<file path="config.mk">
export PLATFORM = sky130hd
export DESIGN_NAME = spi_adc_target_flat
export DESIGN_NICKNAME = d
export VERILOG_FILES = /design/src/rtl/spi_adc_pkg.sv /design/src/rtl/spi_adc_target_if.sv /design/src/rtl/spi_pin_sync.sv /design/src/rtl/spi_adc_target.sv /design/src/flat_wrapper.sv
export SDC_FILE = /design/constraint.sdc
export NUM_CORES = 1
export LEC_CHECK = 0
export CAP_MARGIN = 10
export CELL_PAD_IN_SITES_DETAIL_PLACEMENT = 0
export CELL_PAD_IN_SITES_GLOBAL_PLACEMENT = 1
export CORE_ASPECT_RATIO = 1.4
export CORE_MARGIN = 5
export CORE_UTILIZATION = 37
export CTS_CLUSTER_DIAMETER = 120
export CTS_CLUSTER_SIZE = 16
export DETAILED_ROUTE_END_ITERATION = 16
export PLACE_DENSITY = 0.77
export SYNTH_ARGS = -nofsm -noshare
export SYNTH_HDL_FRONTEND = slang
export SYNTH_SLANG_ARGS = --single-unit
</file>
<file path="constraint.sdc">
create_clock -name clk_i -period 2 [get_ports clk_i]
set_input_delay 0.3 -clock clk_i [delete_from_list [all_inputs] [get_ports clk_i]]
set_output_delay 0.3 -clock clk_i [all_outputs]
set_load 0.005 [all_outputs]
</file>
<file path="src/rtl/spi_adc_pkg.sv">
// Shared constants for the ADC housekeeping SPI target: state encoding,
// frame field positions and the ADC register map shared with the master.
package spi_adc_pkg;

   localparam logic [1:0] ST_IDLE = 2'd0;
   localparam logic [1:0] ST_HDR  = 2'd1;
   localparam logic [1:0] ST_DATA = 2'd2;
   localparam logic [1:0] ST_ERR  = 2'd3;

   typedef enum logic [1:0] {
      IDLE = ST_IDLE,
      HDR  = ST_HDR,
      DATA = ST_DATA,
      ERR  = ST_ERR
   } state_e;

   localparam int RW_BIT  = 15;
   localparam int ADR_MSB = 14;
   localparam int ADR_LSB = 8;
   localparam int DAT_W   = 8;
   localparam int FRM_LEN = 16;
   localparam int ADR_W   = ADR_MSB - ADR_LSB + 1;

   localparam logic [ADR_W-1:0] PDWN = 7'd1;
   localparam logic [ADR_W-1:0] TIM  = 7'd2;
   localparam logic [ADR_W-1:0] MODE = 7'd3;
   localparam logic [ADR_W-1:0] FORM = 7'd4;

endpackage

</file>
<file path="src/rtl/spi_adc_target_if.sv">
// SPI pin bundle between the config master and the ADC target.
// Ports: cs (active low), sclk (CPOL=1), mosi, miso, miso_t (1 = high-Z).
interface spi_adc_target_if;

   logic spi_cs_i;
   logic spi_clk_i;
   logic spi_mosi_i;
   logic spi_miso_o;
   logic spi_miso_t;

   modport master (
      output spi_cs_i, spi_clk_i, spi_mosi_i,
      input  spi_miso_o, spi_miso_t
   );

   modport slave (
      input  spi_cs_i, spi_clk_i, spi_mosi_i,
      output spi_miso_o, spi_miso_t
   );

endinterface

</file>
<file path="src/rtl/spi_pin_sync.sv">
// STG-deep pin synchronizer with rise/fall detect on the synchronized level.
// Ports: clk_i, rst_i (sync, high), d_i async pin, q_o level, rise_o, fall_o.
module spi_pin_sync #(
   parameter int   STG     = 2,
   parameter logic RST_VAL = 1'b0
) (
   input  logic clk_i,
   input  logic rst_i,
   input  logic d_i,
   output logic q_o,
   output logic rise_o,
   output logic fall_o
);

   logic [STG-1:0] sync_q;
   logic           prev_q;

   always_ff @(posedge clk_i) begin
      if (rst_i) begin
         sync_q <= {STG{RST_VAL}};
         prev_q <= RST_VAL;
      end else begin
         sync_q <= STG'({sync_q, d_i});
         prev_q <= sync_q[STG-1];
      end
   end

   assign q_o    = sync_q[STG-1];
   assign rise_o = sync_q[STG-1] & ~prev_q;
   assign fall_o = ~sync_q[STG-1] & prev_q;

endmodule

</file>
<file path="src/rtl/spi_adc_target.sv">
// SPI target decoding 16-bit R/W frames into an NREG x 8-bit register bank.
// Ports: clk_i, rst_i (sync, high), spi (slave modport), reg_o flat bank,
// wr_stb_o/wr_adr_o write commit, frm_err_o saturating error count, busy_o.
// Build option: SPI_ADC_TARGET_READ_EN enables read frames and MISO drive.
module spi_adc_target
   import spi_adc_pkg::*;
#(
   parameter int NREG     = 8,
   parameter int SYNC_STG = 2,
   parameter int CNT_W    = 8
) (
   input  logic                  clk_i,
   input  logic                  rst_i,
   spi_adc_target_if.slave       spi,
   output logic [NREG*8-1:0]     reg_o,
   output logic                  wr_stb_o,
   output logic [ADR_W-1:0]      wr_adr_o,
   output logic [CNT_W-1:0]      frm_err_o,
   output logic                  busy_o
);

   localparam int AW = (NREG > 1) ? $clog2(NREG) : 1;
   localparam int BW = $clog2(FRM_LEN + 1);

   logic clk_rise, clk_fall, cs_rise, cs_fall, mosi;
   logic unused_cs_lvl, unused_clk_lvl, unused_mosi_r, unused_mosi_f;

   // CS resets to "asserted" so a CS already low at reset release
   // produces no falling edge; a new frame needs CS high then low.
   spi_pin_sync #(.STG(SYNC_STG), .RST_VAL(1'b0)) u_cs (
      .clk_i(clk_i), .rst_i(rst_i), .d_i(spi.spi_cs_i),
      .q_o(unused_cs_lvl), .rise_o(cs_rise), .fall_o(cs_fall)
   );

   spi_pin_sync #(.STG(SYNC_STG), .RST_VAL(1'b1)) u_clk (
      .clk_i(clk_i), .rst_i(rst_i), .d_i(spi.spi_clk_i),
      .q_o(unused_clk_lvl), .rise_o(clk_rise), .fall_o(clk_fall)
   );

   spi_pin_sync #(.STG(SYNC_STG), .RST_VAL(1'b0)) u_mosi (
      .clk_i(clk_i), .rst_i(rst_i), .d_i(spi.spi_mosi_i),
      .q_o(mosi), .rise_o(unused_mosi_r), .fall_o(unused_mosi_f)
   );

   state_e               state_q;
   logic [BW-1:0]        bit_q;
   logic [DAT_W-2:0]     sh_q;
   logic [ADR_W-1:0]     adr_q;
   logic [DAT_W-1:0]     regs_q [NREG];
   logic                 wr_stb_q;
   logic [ADR_W-1:0]     wr_adr_q;
   logic [CNT_W-1:0]     err_q;
   logic                 busy_q;

   // byte_w is the byte completed by the current rising edge
   logic [DAT_W-1:0]     byte_w;
   logic [ADR_W-1:0]     hdr_adr;
   logic                 hdr_rw;
   logic                 adr_ok;
   logic                 wr_frm;

   assign byte_w  = {sh_q, mosi};
   assign hdr_rw  = byte_w[RW_BIT-DAT_W];
   assign hdr_adr = byte_w[ADR_MSB-DAT_W:ADR_LSB-DAT_W];
   assign adr_ok  = (32'(hdr_adr) < NREG);

`ifdef SPI_ADC_TARGET_READ_EN
   logic             rw_q;
   logic             miso_q;
   logic             miso_t_q;
   logic [DAT_W-1:0] tx_q;
   assign wr_frm         = ~rw_q;
   assign spi.spi_miso_o = miso_q;
   assign spi.spi_miso_t = miso_t_q;
`else
   logic unused_clk_fall;
   assign unused_clk_fall = clk_fall;
   assign wr_frm          = 1'b1;
   assign spi.spi_miso_o  = 1'b0;
   assign spi.spi_miso_t  = 1'b1;
`endif

   function automatic logic [CNT_W-1:0] sat_inc(input logic [CNT_W-1:0] v);
      return (&v) ? v : v + 1'b1;
   endfunction

   always_ff @(posedge clk_i) begin
      if (rst_i) begin
         state_q  <= IDLE;
         bit_q    <= '0;
         sh_q     <= '0;
         adr_q    <= '0;
         wr_stb_q <= 1'b0;
         wr_adr_q <= '0;
         err_q    <= '0;
         busy_q   <= 1'b0;
         for (int n = 0; n < NREG; n++) regs_q[n] <= '0;
`ifdef SPI_ADC_TARGET_READ_EN
         rw_q     <= 1'b0;
         tx_q     <= '0;
         miso_q   <= 1'b0;
         miso_t_q <= 1'b1;
`endif
      end else begin
         wr_stb_q <= 1'b0;
         unique case (state_q)
            IDLE: begin
               if (cs_fall) begin
                  state_q <= HDR;
                  bit_q   <= '0;
                  busy_q  <= 1'b1;
               end
            end
            HDR: begin
               if (cs_rise) begin
                  state_q <= IDLE;
                  busy_q  <= 1'b0;
                  err_q   <= sat_inc(err_q);
               end else if (clk_rise) begin
                  sh_q  <= byte_w[DAT_W-2:0];
                  bit_q <= bit_q + 1'b1;
                  if (bit_q == BW'(DAT_W - 1)) begin
                     adr_q <= hdr_adr;
                     if (!adr_ok) begin
                        state_q <= ERR;
                        err_q   <= sat_inc(err_q);
                     end else if (hdr_rw) begin
`ifdef SPI_ADC_TARGET_READ_EN
                        state_q  <= DATA;
                        rw_q     <= 1'b1;
                        tx_q     <= regs_q[hdr_adr[AW-1:0]];
                        miso_t_q <= 1'b0;
`else
                        state_q <= ERR;
                        err_q   <= sat_inc(err_q);
`endif
                     end else begin
                        state_q <= DATA;
`ifdef SPI_ADC_TARGET_READ_EN
                        rw_q    <= 1'b0;
`endif
                     end
                  end
               end
            end
            DATA: begin
               if (cs_rise) begin
                  state_q <= IDLE;
                  busy_q  <= 1'b0;
                  if (bit_q != BW'(FRM_LEN)) err_q <= sat_inc(err_q);
`ifdef SPI_ADC_TARGET_READ_EN
                  miso_q   <= 1'b0;
                  miso_t_q <= 1'b1;
`endif
               end else if (clk_rise) begin
                  if (bit_q == BW'(FRM_LEN)) begin
                     // overlong frame: a write already committed stays
                     state_q <= ERR;
                     err_q   <= sat_inc(err_q);
`ifdef SPI_ADC_TARGET_READ_EN
                     miso_q   <= 1'b0;
                     miso_t_q <= 1'b1;
`endif
                  end else begin
                     sh_q  <= byte_w[DAT_W-2:0];
                     bit_q <= bit_q + 1'b1;
                     if (bit_q == BW'(FRM_LEN - 1) && wr_frm) begin
                        regs_q[adr_q[AW-1:0]] <= byte_w;
                        wr_stb_q <= 1'b1;
                        wr_adr_q <= adr_q;
                     end
                  end
               end
`ifdef SPI_ADC_TARGET_READ_EN
               else if (clk_fall && rw_q && bit_q != BW'(FRM_LEN)) begin
                  miso_q <= tx_q[DAT_W-1];
                  tx_q   <= {tx_q[DAT_W-2:0], 1'b0};
               end
`endif
            end
            ERR: begin
               if (cs_rise) begin
                  state_q <= IDLE;
                  busy_q  <= 1'b0;
               end
            end
         endcase
      end
   end

   for (genvar n = 0; n < NREG; n++) begin : g_reg
      assign reg_o[8*n +: 8] = regs_q[n];
   end

   assign wr_stb_o  = wr_stb_q;
   assign wr_adr_o  = wr_adr_q;
   assign frm_err_o = err_q;
   assign busy_o    = busy_q;

endmodule

</file>
<file path="src/flat_wrapper.sv">
// flat-port wrapper written by rule: the top's interface ports become plain ports
module spi_adc_target_flat import spi_adc_pkg::*;
#(
   parameter int NREG     = 8,
   parameter int SYNC_STG = 2,
   parameter int CNT_W    = 8
)
  (clk_i, rst_i, reg_o, wr_stb_o, wr_adr_o, frm_err_o, busy_o, spi_spi_cs_i, spi_spi_clk_i, spi_spi_mosi_i, spi_spi_miso_o, spi_spi_miso_t);
  spi_adc_target_if spi_i ();
  input  logic clk_i;
  input  logic rst_i;
  output logic [NREG*8-1:0] reg_o;
  output logic wr_stb_o;
  output logic [ADR_W-1:0] wr_adr_o;
  output logic [CNT_W-1:0] frm_err_o;
  output logic busy_o;
  input wire logic [$bits(spi_i.spi_cs_i)-1:0] spi_spi_cs_i;
  input wire logic [$bits(spi_i.spi_clk_i)-1:0] spi_spi_clk_i;
  input wire logic [$bits(spi_i.spi_mosi_i)-1:0] spi_spi_mosi_i;
  output wire logic [$bits(spi_i.spi_miso_o)-1:0] spi_spi_miso_o;
  output wire logic [$bits(spi_i.spi_miso_t)-1:0] spi_spi_miso_t;
  assign spi_i.spi_cs_i = spi_spi_cs_i;
  assign spi_i.spi_clk_i = spi_spi_clk_i;
  assign spi_i.spi_mosi_i = spi_spi_mosi_i;
  assign spi_spi_miso_o = spi_i.spi_miso_o;
  assign spi_spi_miso_t = spi_i.spi_miso_t;
  spi_adc_target #(.NREG(NREG), .SYNC_STG(SYNC_STG), .CNT_W(CNT_W)) u_core (.clk_i(clk_i), .rst_i(rst_i), .spi(spi_i), .reg_o(reg_o), .wr_stb_o(wr_stb_o), .wr_adr_o(wr_adr_o), .frm_err_o(frm_err_o), .busy_o(busy_o));
endmodule
</file>
After elaboration in Yosys (flattened, before gate mapping)
Memory sizes are Yosys's and may differ from the RTL's.
Index checks and enable logic that the tools add are counted.
- add/subtract/negate cells: 2
- magnitude comparators: 1
- equality and inequality tests: 21
- muxes and demuxes: 50
- bitwise gates (word level): 8
- reductions and logical operators: 13
- operators by type and width (operator ; count):
    $mux 8 ; 11
    $mux 7 ; 5
    $mux 5 ; 6
    $mux 2 ; 9
    $pmux 8 s2 ; 1
    $pmux 5 s3 ; 1
    $pmux 7 s2 ; 1
    $reduce_and 7->1 ; 2
    $mux 1 ; 13
    $ne 3x1->1 const B ; 4
    $reduce_and 6->1 ; 2
    $ne 2x1->1 const B ; 5
    $add 8x1->8 const B ; 1
    $pmux 2 s4 ; 1
    $reduce_and 8->1 ; 1
    $reduce_or 8->1 ; 1
    $lt 7x4->1 const B ; 1
    $ne 2x2->1 const B ; 3
    $add 5x1->5 const B ; 1
    $eq 5x3->1 const B ; 1
    $eq 5x4->1 const B ; 1
    $eq 5x5->1 const B ; 1
    $ne 5x5->1 const B ; 1
    $not 1->1 ; 5
    other kinds (14) ; 17
- flip-flop bits (word level): 46
- memory bits (writable): 64
- input bits: 5
- output and inout bits: 83
- logic and storage cells: 109
- memories: 1
- memory list (memory ; depth ; bits a word ; read ports ; clocked after memory_dff ; write ports ; line ; text):
    u_core.regs_q ; 8 ; 8 ; 8 ; 0 ; 8 ; spi_adc_target.sv:49 ; logic [DAT_W-1:0] regs_q [NREG];

Depth between registers and ports, before layout
- depth after elaboration: 10
- mapped depth: 8

Cells and area by module
From an unflattened synthesis, not the netlist that was laid out.
- cells, all modules: 382
- area total of the unflattened synthesis: 4629.4 µm²
- modules (own cells, without submodules) (module ; times used ; cells an instance ; area an instance (µm²) ; sequential area each (µm²)):
    spi_adc_target ; 1 ; 358 ; 4354.2 ; 2682.6
    spi_pin_sync (u_core.u_cs ...) ; 2 ; 8 ; 91.3 ; 60.1
    spi_pin_sync (u_core.u_clk) ; 1 ; 8 ; 92.6 ; 60.1

Least setup slack after synthesis
OpenSTA, ideal clock, no wires.
- kind: register to register
- start: register u_core.bit_q[0]
- end: memory u_core.regs_q[2][0], enable pin
- data arrival time: 1.730 ns
- data required time: 1.690 ns
- slack: -0.040 ns
- cell stages (with the launch flop): 8
- cells stage by stage: dfxtp_1 -> ha_1 -> inv_1 -> nor3_1 -> ha_1 -> nand3_2 -> nor3_1 -> or2_2
- RTL lines (element ; line ; text):
    start, declared ; spi_adc_target.sv:46 ; logic [BW-1:0] bit_q;
    start signal, assigned ; spi_adc_target.sv:121 ; bit_q <= bit_q + 1'b1;
    start signal, assigned ; spi_adc_target.sv:166 ; bit_q <= bit_q + 1'b1;
    end, declared ; spi_adc_target.sv:49 ;

Final worst setup path
- start: register u_core.bit_q[0]
- end: register u_core.err_q[4] (netlist: u_core.frm_err_o[4])
- longest elaborated chain between the ends: 3
- ends and longest elaborated chain (element ; line ; text):
    $ne 5x5->1 (tied with other cells) ; spi_adc_target.sv:150 ; if (bit_q != BW'(FRM_LEN)) err_q <= sat_inc(err_q);
    $ne 3x3->1 (no source line) or $ne 3x1->1 (tied branches) ; - ;
    $reduce_and 7->1 (no source line) (*) ; - ;
    end signal, assigned ; spi_adc_target.sv:135 ; err_q <= sat_inc(err_q);
    end signal, assigned ; spi_adc_target.sv:150 ;
    end signal, assigned ; spi_adc_target.sv:159 ; err_q <= sat_inc(err_q);
    end, declared ; spi_adc_target.sv:52 ; logic [CNT_W-1:0] err_q;
Mark *: on every way between the ends. The rest lies on a longest branch, timed or not.
A chain may end at the register's enable or synchronous reset.

==> impl_summary.txt <==
----------------------------------------------------
[Outcome]
  Run status ... finished, final reports clean

[Clock tree]
  Latest clock arrival within the worst-skew pair ... 0.34 ns
  Clk root buf ... sky130_fd_sc_hd__clkbuf_16
  TritonCTS clock tree ... done
  Number of levels in the clock H-tree ... 3
  Clock net sink count ... 110
  Worst-case clock buffer depth ... 2
  Number of buffers created by CTS ... 9
  Clock slew at reported path FFs ... 0.07 ns
  CTS hold repair buffers ... 0

[Worst setup path]
  Largest stage delay, worst path ... 0.37 ns
  Cell chain of the critical path ... inv_1, ha_1, nor4bb_4, a31o_2, a31oi_4, nand3_4, or3_1, a21oi_1
  Launching element type of the critical path ... flip-flop
  Worst endpoint data arrival time ... 2.19 ns
  Startpoint of the worst-slack reg-to-reg timing path ... u_core.bit_q[0]
  Worst Path Max Fanout ... 8
  Required time of the critical path ... 2.28 ns
  Startpoint-to-endpoint class of the critical path ... flip-flop to flip-flop
  Critical Path End Type ... flip-flop
  Critical Path Slowest Stage Cell ... sky130_fd_sc_hd__or3_1
  Critical path startpoint ... u_core.bit_q[0]

[Floorplanning]
  Core area ... 0.0122 sq mm
  Height of the die ... 141 um
  Initial cell density of the core ... 0.374
  IO Pins ... 88
  Number of core rows ... 48
  Die footprint ... 0.0147 sq mm
  Die X ... 104 um

[Place]
  Post-detailed-placement half-perimeter wirelength ... 6890 um
  Gp weighted congestion ... 0.820
  IO buf count ... 85
  Setup Slack @ Placement ... -0.0595 ns
  DP Area ... 0.00570 sq mm

[Timing]
  Part of the cycle the worst path needs ... 0.959
  RSZ-0062 raised after global routing ... yes
  Final hold violation count ... 0
  Total Neg Setup Slack ... 0 ns
  Minimum clock period ... 1.92 ns
  Max-slew violation count ... 0
  Final Skew ... 0.00755 ns
  Final setup margin ... 0.0828 ns
  Top achievable clock speed ... 522 MHz
  Setup violations, final ... 0

[Detailed routing]
  Router iterations before antenna repair ... 4
  DRC violations left ... 0
  Vias per inst ... 4.75
  Starting DRT DRC Count ... 96
  Final Routed Wirelength ... 9570 um
  Routed vias ... 3018
  Routed length per placed instance ... 15.1 um
  Number of nets still failing antenna checks after routing ... 0

[Yosys]
  Share of the synthesized area in the top cell type ... 0.421
  Most used standard cells in the synthesized netlist ... sky130_fd_sc_hd__and2_1 (64), sky130_fd_sc_hd__edfxtp_1 (64), sky130_fd_sc_hd__dfxtp_1 (46)
  Synth cell types ... 51
  Warnings, synthesis ... 0
  Number of synthesized flops with an enable pin ... 64
  Synthesized area divided by synthesized cell count ... 12.3 sq um
  Net count after synthesis ... 385
  Mapped Cells ... 372
  Netlist area before placement ... 0.00456 sq mm
  Synth area leaders ... sky130_fd_sc_hd__edfxtp_1 (42%), sky130_fd_sc_hd__dfxtp_1 (20%), sky130_fd_sc_hd__and2_1 (8.8%), sky130_fd_sc_hd__mux2i_1 (5.3%), sky130_fd_sc_hd__nor2_1 (3.0%)
  Most frequently used flop master after synthesis ... sky130_fd_sc_hd__edfxtp_1
  Share of the yosys chip area belonging to registers ... 0.623
  Dominant cell type by area after synthesis ... sky130_fd_sc_hd__edfxtp_1
  Share of flip-flops with an asynchronous set or reset after synthesis ... 0
  Post-synthesis sequential element count ... 110

[Global route]
  Overflow left after global routing ... 0
  Pin count of the biggest net entering global routing ... 61
  Aggregate global-route resource usage ... 0.132
  Wire length of the first global-routing pass ... 15600 um
  Vias in the first global route ... 3083
  Number of antenna violations at the first check in global routing ... 0

[Power and ir drop]
  Total Power Consumption ... 5.02 mW
  VDD IR-drop max ... 0.553 mV
  Standby leakage power ... 2.31 nW
  Power per Cell Area ... 812 mW/mm^2

[Worst hold path]
  Worst min-delay path category ... flip-flop to flip-flop
  Hold path startpoint ... u_core.u_clk.sync_q[0]

[Cells and area]
  Net count, final ... 494
  Signed area change from the synthesized netlist to the final layout ... 35.5%
  Antenna cell count ... 0
  Share of layout cells above drive strength 1 ... 0.187
  Final Instance Area ... 0.00618 sq mm
  Final standard cell utilization of the core ... 0.507

[Job]
  Maximum Capacitance Violations ... 0

----------------------------------------------------
-- area by class of cell --
class / count / area, sq um
Sequential cell: 110 / 2850
Timing Repair Buffer: 114 / 1090
Inverter: 11 / 41.3
Clock inverter: 7 / 144
Tap cell: 150 / 188
Multi-Input combinational cell: 235 / 1650
Clock buffer: 9 / 225
Fill cell: 1087 / 6010
-- where the power goes --
group          internal (mW)  leakage [nW]  switching [mW]
registers               2.45          1.03          0.0386
logic                  0.209          1.09           0.184
clock network           1.36         0.180           0.773
total                   4.02          2.31           0.995
-- worst paths after layout --
path                                 end  slack, ns  cells after the start
setup / recovery     u_core.frm_err_o[4]       0.08                      8
setup reg to reg     u_core.frm_err_o[4]       0.08                      8
hold / removal    u_core.u_clk.sync_q[1]       0.42                      1
hold reg to reg   u_core.u_clk.sync_q[1]       0.42                      1
-- timing repair --
action,4_1_cts,5_1_grt
gates resized for setup,11,13
setup buffers,1,4
endpoints found under the setup margin,34,68
pin swaps,3,6
-- worst max-delay path: cells and delay by family (launching register included) --
kind | cells | cell delay (ns)
buf+inv | 1 | 0.05
flops | 1 | 0.35
fa+ha+maj | 1 | 0.20
simple gates | 3 | 0.68
compound gates | 3 | 0.58
-- stage by stage --
stage | hold slack [ns] | instances
after global routing | 0.434 | 636
final | 0.416 | 636
after CTS | 0.424 | 632
after global placement | 0.404 | 615
after detailed placement | 0.404 | 615
after floorplan | 0.389 | 372
-- cells in the final DEF (no fill, tap or decap), drive strengths merged, types with 2 or more instances in the layout --
cell / netlist / final
clkbuf: 13 / 9
or3: 7 / 7
clkdlybuf4s50: 0 / 84
and2: 64 / 64
nor3: 5 / 5
nand2: 6 / 6
buf: 2 / 30
and3: 2 / 2
dfxtp: 46 / 46
a21oi: 11 / 11
inv: 11 / 13
nand4: 3 / 3
bufinv: 0 / 4
nand3: 7 / 7
o21ai: 10 / 10
conb: 2 / 2
nor2b: 8 / 8
ha: 8 / 8
nand2b: 2 / 2
nor2: 38 / 38
mux2i: 24 / 24
o32ai: 3 / 3
or4: 2 / 2
or2: 13 / 13
edfxtp: 64 / 64
-- flip-flops by register name, summed over array words and instances, names as in the netlist --
signal	cells
u_core.u_cs.prev_q	1
u_core.u_mosi.sync_q	2
u_core.regs_q	64
u_core.u_clk.prev_q	1
u_core.state_q	2
u_core.bit_q	5
u_core.adr_q	7
u_core.u_clk.sync_q	2
u_core.wr_stb_o	1
u_core.u_cs.sync_q	2
u_core.sh_q	7
u_core.frm_err_o	8
u_core.wr_adr_o	7
u_core.busy_o	1
-- kinds of logic (layout without fill, tap and decap cells) --
| group | after synthesis | in the layout | share of synthesized area |
|---|---|---|---|
| adder cells (fa/ha/maj) | 8 | 8 | 0.0219 |
| flip-flops | 110 | 110 | 0.623 |
| AND/OR/NAND/NOR | 165 | 165 | 0.216 |
| multiplexers | 25 | 25 | 0.0551 |
| XOR/XNOR | 2 | 2 | 0.00384 |
| other | 2 | 2 | 0.00165 |
| buffers and inverters | 27 | 141 | 0.0293 |
| AO/OA/AOI/OAI | 33 | 33 | 0.0494 |
-- metal layers --
layer / track usage / share of wire / vias to the layer above
met2: 0.241 / 0.53 / 75
met5: 0 / 0 / -
met3: 0.0346 / 0.052 / 18
met4: 0.0621 / 0.028 / 0
li1: - / - / 1505
met1: 0.142 / 0.39 / 1420
Note: power is estimated with default switching activity, not from simulation.
